File: src/rtl/f1_delay_timer.sv
// f1_delay_timer: random start delay and reaction timer for an F1-style
// start-lights game.
//
// A free-running 7-bit LFSR supplies the random part of the delay. A rising
// cmd_delay in IDLE loads lfsr + MIN_DELAY and counts it down on en ticks.
// On expiry time_out pulses and the reaction counter starts counting en ticks
// until the driver presses the button.
//
// Ports:
//   clk, rst     clock, asynchronous active-high reset
//   en           timebase tick (one-cycle pulse); only timed counts use it
//   cmd_seq      light-sequence-active flag; a rising edge aborts any run
//   cmd_delay    delay request (level); its rising edge starts a run
//   button       driver button, synchronous to clk
//   time_out     one-cycle pulse: delay expired, lights go out
//   busy         high while in DELAY or TIMING
//   false_start  one-cycle pulse: button pressed during DELAY
//   react_valid  one-cycle pulse: reaction time captured
//   react_time   last captured reaction time in en ticks (saturating)
//   lfsr_out     current LFSR value

module f1_delay_timer #(
  parameter logic [7:0]  MIN_DELAY = 8'd16,
  parameter int unsigned REACT_W   = 16
) (
  input  logic               clk,
  input  logic               rst,
  input  logic               en,
  input  logic               cmd_seq,
  input  logic               cmd_delay,
  input  logic               button,
  output logic               time_out,
  output logic               busy,
  output logic               false_start,
  output logic               react_valid,
  output logic [REACT_W-1:0] react_time,
  output logic [6:0]         lfsr_out
);

  typedef enum logic [1:0] {
    IDLE   = 2'd0,
    DELAY  = 2'd1,
    TIMING = 2'd2
  } state_e;

  localparam logic [REACT_W-1:0] REACT_ONE = {{(REACT_W-1){1'b0}}, 1'b1};

  state_e             state_q, state_d;
  logic [6:0]         lfsr_q, lfsr_d;
  logic [7:0]         cnt_q, cnt_d;
  logic [REACT_W-1:0] react_cnt_q, react_cnt_d;
  logic [REACT_W-1:0] react_time_q, react_time_d;
  logic               cmd_delay_q, button_q, cmd_seq_q;
  logic               time_out_q, time_out_d;
  logic               false_start_q, false_start_d;
  logic               react_valid_q, react_valid_d;
  logic               busy_q, busy_d;
  logic               start, press, seq_rise;

  assign start    = cmd_delay & ~cmd_delay_q;
  assign press    = button & ~button_q;
  assign seq_rise = cmd_seq & ~cmd_seq_q;

  // Taps 6 and 2 give a maximal-length sequence; the all-zero state is
  // unreachable from the non-zero reset seed.
  assign lfsr_d = {lfsr_q[5:0], lfsr_q[6] ^ lfsr_q[2]};

  always_ff @(posedge clk or posedge rst) begin
    if (rst) begin
      state_q       <= IDLE;
      lfsr_q        <= 7'h01;
      cnt_q         <= '0;
      react_cnt_q   <= '0;
      react_time_q  <= '0;
      cmd_delay_q   <= 1'b0;
      button_q      <= 1'b0;
      cmd_seq_q     <= 1'b0;
      time_out_q    <= 1'b0;
      false_start_q <= 1'b0;
      react_valid_q <= 1'b0;
      busy_q        <= 1'b0;
    end else begin
      state_q       <= state_d;
      lfsr_q        <= lfsr_d;
      cnt_q         <= cnt_d;
      react_cnt_q   <= react_cnt_d;
      react_time_q  <= react_time_d;
      cmd_delay_q   <= cmd_delay;
      button_q      <= button;
      cmd_seq_q     <= cmd_seq;
      time_out_q    <= time_out_d;
      false_start_q <= false_start_d;
      react_valid_q <= react_valid_d;
      busy_q        <= busy_d;
    end
  end

  // Next state and datapath. Priority in the active states is
  // seq_rise > press > en.
  always_comb begin
    state_d      = state_q;
    cnt_d        = cnt_q;
    react_cnt_d  = react_cnt_q;
    react_time_d = react_time_q;
    unique case (state_q)
      IDLE: begin
        if (start) begin
          cnt_d   = {1'b0, lfsr_q} + MIN_DELAY;
          state_d = DELAY;
        end
      end
      DELAY: begin
        if (seq_rise || press) begin
          state_d = IDLE;
        end else if (en) begin
          cnt_d = cnt_q - 8'd1;
          if (cnt_q == 8'd1) begin
            state_d     = TIMING;
            react_cnt_d = '0;
          end
        end
      end
      TIMING: begin
        if (seq_rise) begin
          state_d = IDLE;
        end else if (press) begin
          // Capture the pre-increment count even if en coincides.
          react_time_d = react_cnt_q;
          state_d      = IDLE;
        end else if (en && (react_cnt_q != '1)) begin
          react_cnt_d = react_cnt_q + REACT_ONE;
        end
      end
      default: state_d = IDLE;
    endcase
  end

  // Registered outputs decoded from the transition being taken.
  always_comb begin
    time_out_d    = (state_q == DELAY) && (state_d == TIMING);
    false_start_d = (state_q == DELAY) && press && !seq_rise;
    react_valid_d = (state_q == TIMING) && press && !seq_rise;
    busy_d        = (state_d != IDLE);
  end

  assign time_out    = time_out_q;
  assign busy        = busy_q;
  assign false_start = false_start_q;
  assign react_valid = react_valid_q;
  assign react_time  = react_time_q;
  assign lfsr_out    = lfsr_q;

endmodule

File: config.mk
export PLATFORM = sky130hd
export DESIGN_NAME = f1_delay_timer
export DESIGN_NICKNAME = d
export VERILOG_FILES = /design/src/rtl/f1_delay_timer.sv
export SDC_FILE = /design/constraint.sdc
export NUM_CORES = 1
export LEC_CHECK = 0
export CORE_ASPECT_RATIO = 1.1
export CORE_MARGIN = 5
export CORE_UTILIZATION = 55
export DETAILED_ROUTE_END_ITERATION = 10
export PLACE_DENSITY = 0.79
export RECOVER_POWER = 50
export SLEW_MARGIN = 15
export SYNTH_ARGS = -nofsm -noshare
export SYNTH_HDL_FRONTEND = slang
export SYNTH_SLANG_ARGS = --single-unit
File: constraint.sdc
create_clock -name clk -period 2.1 [get_ports clk]
set_input_delay 0.525 -clock clk [delete_from_list [all_inputs] [get_ports clk]]
set_output_delay 0.525 -clock clk [all_outputs]
set_load 0.05 [all_outputs]
==> flow_summary.json <==
{
  "outcome": "completed",
  "grt_overflow_total": 0,
  "synth_fp_nets": 254,
  "powerDensity_nw_per_um2": 722,
  "rows": 26,
  "holdWs_ns": 0.422,
  "worst_pin_slew_ns": 1.31,
  "synthTopCellsByCount": "55 x dfrtp_1, 21 x a21oi_1, 16 x mux2_2, 16 x nand2_1, 14 x o21ai_0",
  "synth_most_common_cell": "dfrtp_1",
  "hp-class": "reg -> reg",
  "place_congestion": 0.824,
  "fillers": 362,
  "gr-usage-met2_pct": 30.5,
  "drive_above_1_share_pct": 22.8,
  "total_power_w": 0.00235,
  "syn2layout_area_growth_pct": 20.4,
  "netlist_instances": 244,
  "met3_usage_pct": 3.67,
  "die_y_um": 83.6,
  "first_iter_violations": 95,
  "htree_levels": 2,
  "postCtsHoldBufs": 0,
  "die_area_um2": 6430,
  "die_x_um": 76.9,
  "cp_top_family": "buffers and inverters",
  "pwr-share-clk_pct": 29.0,
  "worstPathCellList": "clkdlybuf4s50_1",
  "antenna_left": 0,
  "drt-vias-per-instance": 5.80,
  "synth_top_area_cell": "dfrtp_1",
  "ir_worst_vdd_uv": 436,
  "cp_max_fo": 2,
  "insertion_delay_ns": 0.30,
  "ios": 33,
  "final_cells": 346,
  "post-route-util_pct": 69.2,
  "grt_pass1_wl_um": 9460,
  "intPower_w": 0.00168,
  "clockBufferDepth": 2,
  "cts_buffers": 5,
  "fmax_mhz": 501,
  "cts_setup_buffers": 0,
  "postCtsResizedCells": 0,
  "syn_area_um2": 2710,
  "ys_warn_count": 0,
  "routed_wl_um": 5260,
  "synth_seq_area_share_pct": 51.8,
  "multi_input_area_um2": 1200,
  "top_usage_layer": "met2",
  "drt_pass1_iterations": 4,
  "ys_types": 51,
  "n_antenna_cell": 0,
  "port_buffers": 32,
  "slowest_delay_ns": 0.81,
  "setup_viol": 0,
  "skew_ns": 0.00688,
  "ys.flop_type": "dfrtp_1",
  "min_period_ns": 2.00,
  "rsz0062_at_grt": "false",
  "synth-edff-count": 0,
  "cts_tree": "done",
  "grt_pass1_vias": 2045,
  "power.switching_w": 0.000676,
  "nNetsFinal": 299,
  "cap_violations": 0,
  "netlist_top_cells_area": "dfrtp_1 51%, mux2_2 6.6%, a21oi_1 3.9%",
  "antenna_found_initial": 0,
  "place_ws_ns": -0.124,
  "slew_violations": 0,
  "hold_viol_final": 0,
  "vias": 2006,
  "async_flop_share_pct": 100,
  "cts_root_buf": "clkbuf_8",
  "crit_arrival_ns": 1.47,
  "clkTransAtPathRegs_ns": 0.09,
  "coreArea_um2": 4720,
  "cp.required_ns": 1.57,
  "critPathKind": "reg -> out",
  "drc": 0,
  "start_util_pct": 57.5,
  "ys_seq_elements": 56,
  "placed_cells": 338,
  "grt_use_total_pct": 17.7,
  "avgSynthCellArea_um2": 11.1,
  "cellLeakagePower_nw": 1.46,
  "numClockSinks": 56,
  "cp_slowest_cell": "clkdlybuf4s50_1",
  "timing.critical_path.buf_inv": 1,
  "p_comb_share_pct": 16.8,
  "synth.top_cell.area_share_pct": 50.8,
  "switching_share_pct": 28.7,
  "pwr-share-seq_pct": 54.1,
  "hpwlAfterDp_um": 3800,
  "wl_per_cell_um": 15.2,
  "met1_usage_pct": 21.5,
  "setup_ws_ns": 0.102,
  "maxSlewHeadroom_pct": 12.4,
  "period_share_pct": 95.1,
  "grt_max_degree": 57,
  "cp-end-kind": "output pin",
  "regArea_um2": 1400,
  "critPathLaunchType": "flop"
}
layer usage:
| layer | share of wire [%] | up-vias | wire length (um) |
|---|---|---|---|
| met3 | 4.5 | 6 | 237 |
| met4 | 1.6 | 0 | 85 |
| met5 | 0 | - | 0 |
| li1 | - | 984 | - |
| met2 | 52 | 45 | 2750 |
| met1 | 42 | 971 | 2190 |
final timing paths:
| path | startpoint | end | slack (ns) | depth (start not counted) |
|---|---|---|---|---|
| max | react_time[4] | react_time[4] | 0.10 | 1 |
| min | lfsr_out[3] | lfsr_out[4] | 0.42 | 0 |
| max reg2reg | cnt_q[4] | react_cnt_q[7] | 0.19 | 6 |
| min reg2reg | lfsr_out[3] | lfsr_out[4] | 0.42 | 0 |
| max in group asynchronous | rst | react_cnt_q[13] | 0.36 | 3 |
| min in group asynchronous | rst | lfsr_out[6] | 0.96 | 3 |
cells by family (layout without fill, tap and decap cells):
| family | Yosys count | count (layout) | share of synthesized area (%) |
|---|---|---|---|
| AND/OR/NAND/NOR | 81 | 81 | 19.7 |
| buffers and inverters | 20 | 66 | 3.92 |
| XOR/XNOR | 2 | 2 | 0.646 |
| flip-flops | 56 | 56 | 51.8 |
| multiplexers | 18 | 18 | 7.39 |
| adder cells (fa/ha/maj) | 4 | 4 | 1.85 |
| AO/OA/AOI/OAI | 63 | 63 | 14.7 |
through the flow:
stage	area, um^2	setup TNS [ns]
2_1_floorplan	2710	0
3_3_place_gp	3170	-0.303
3_5_place_dp	3170	-0.909
4_1_cts	3280	0
5_1_grt	3260	0
6_report	3260	0
flip-flops by register name (all words and copies together), names as in the netlist:
register,flops
lfsr_out,7
time_out,1
cnt_q,8
state_q,2
busy,1
react_cnt_q,16
react_valid,1
false_start,1
cmd_delay_q,1
button_q,1
react_time,16
cmd_seq_q,1
cell type report:
type,instances,area share [%]
sequential,56,43.0
multi-input combinational,168,36.8
clock buffer,6,2.22
inverter,6,0.844
clock inverter,2,1.07
timing repair buffer,52,13.9
tap,56,2.15
cells in the final DEF (no fill, tap or decap), types with 3 or more instances in the layout:
cell,count
a21oi_1,21
a31oi_1,7
buf_4,24
clkbuf_8,5
clkdlybuf4s50_1,22
dfrtp_1,55
ha_1,4
inv_1,4
mux2_2,16
nand2_1,16
nand2b_1,8
nand3_1,12
nand4_1,3
nor2_1,7
nor2b_1,3
nor3_1,4
nor3b_1,3
nor4_4,3
o211ai_1,4
o21a_1,4
o21ai_0,14
o22ai_1,3
or4_1,3
power groups by stage:
stage	clock network (W)	registers (W)	logic [W]
global placement	0	0.00129	0.000392
floorplan	0	0.00129	0.000274
global route	0.000752	0.00129	0.000443
CTS	0.000701	0.00127	0.000402
detailed placement	0	0.00130	0.000402
finish	0.000683	0.00127	0.000397
(Power assumes the default switching activity.)
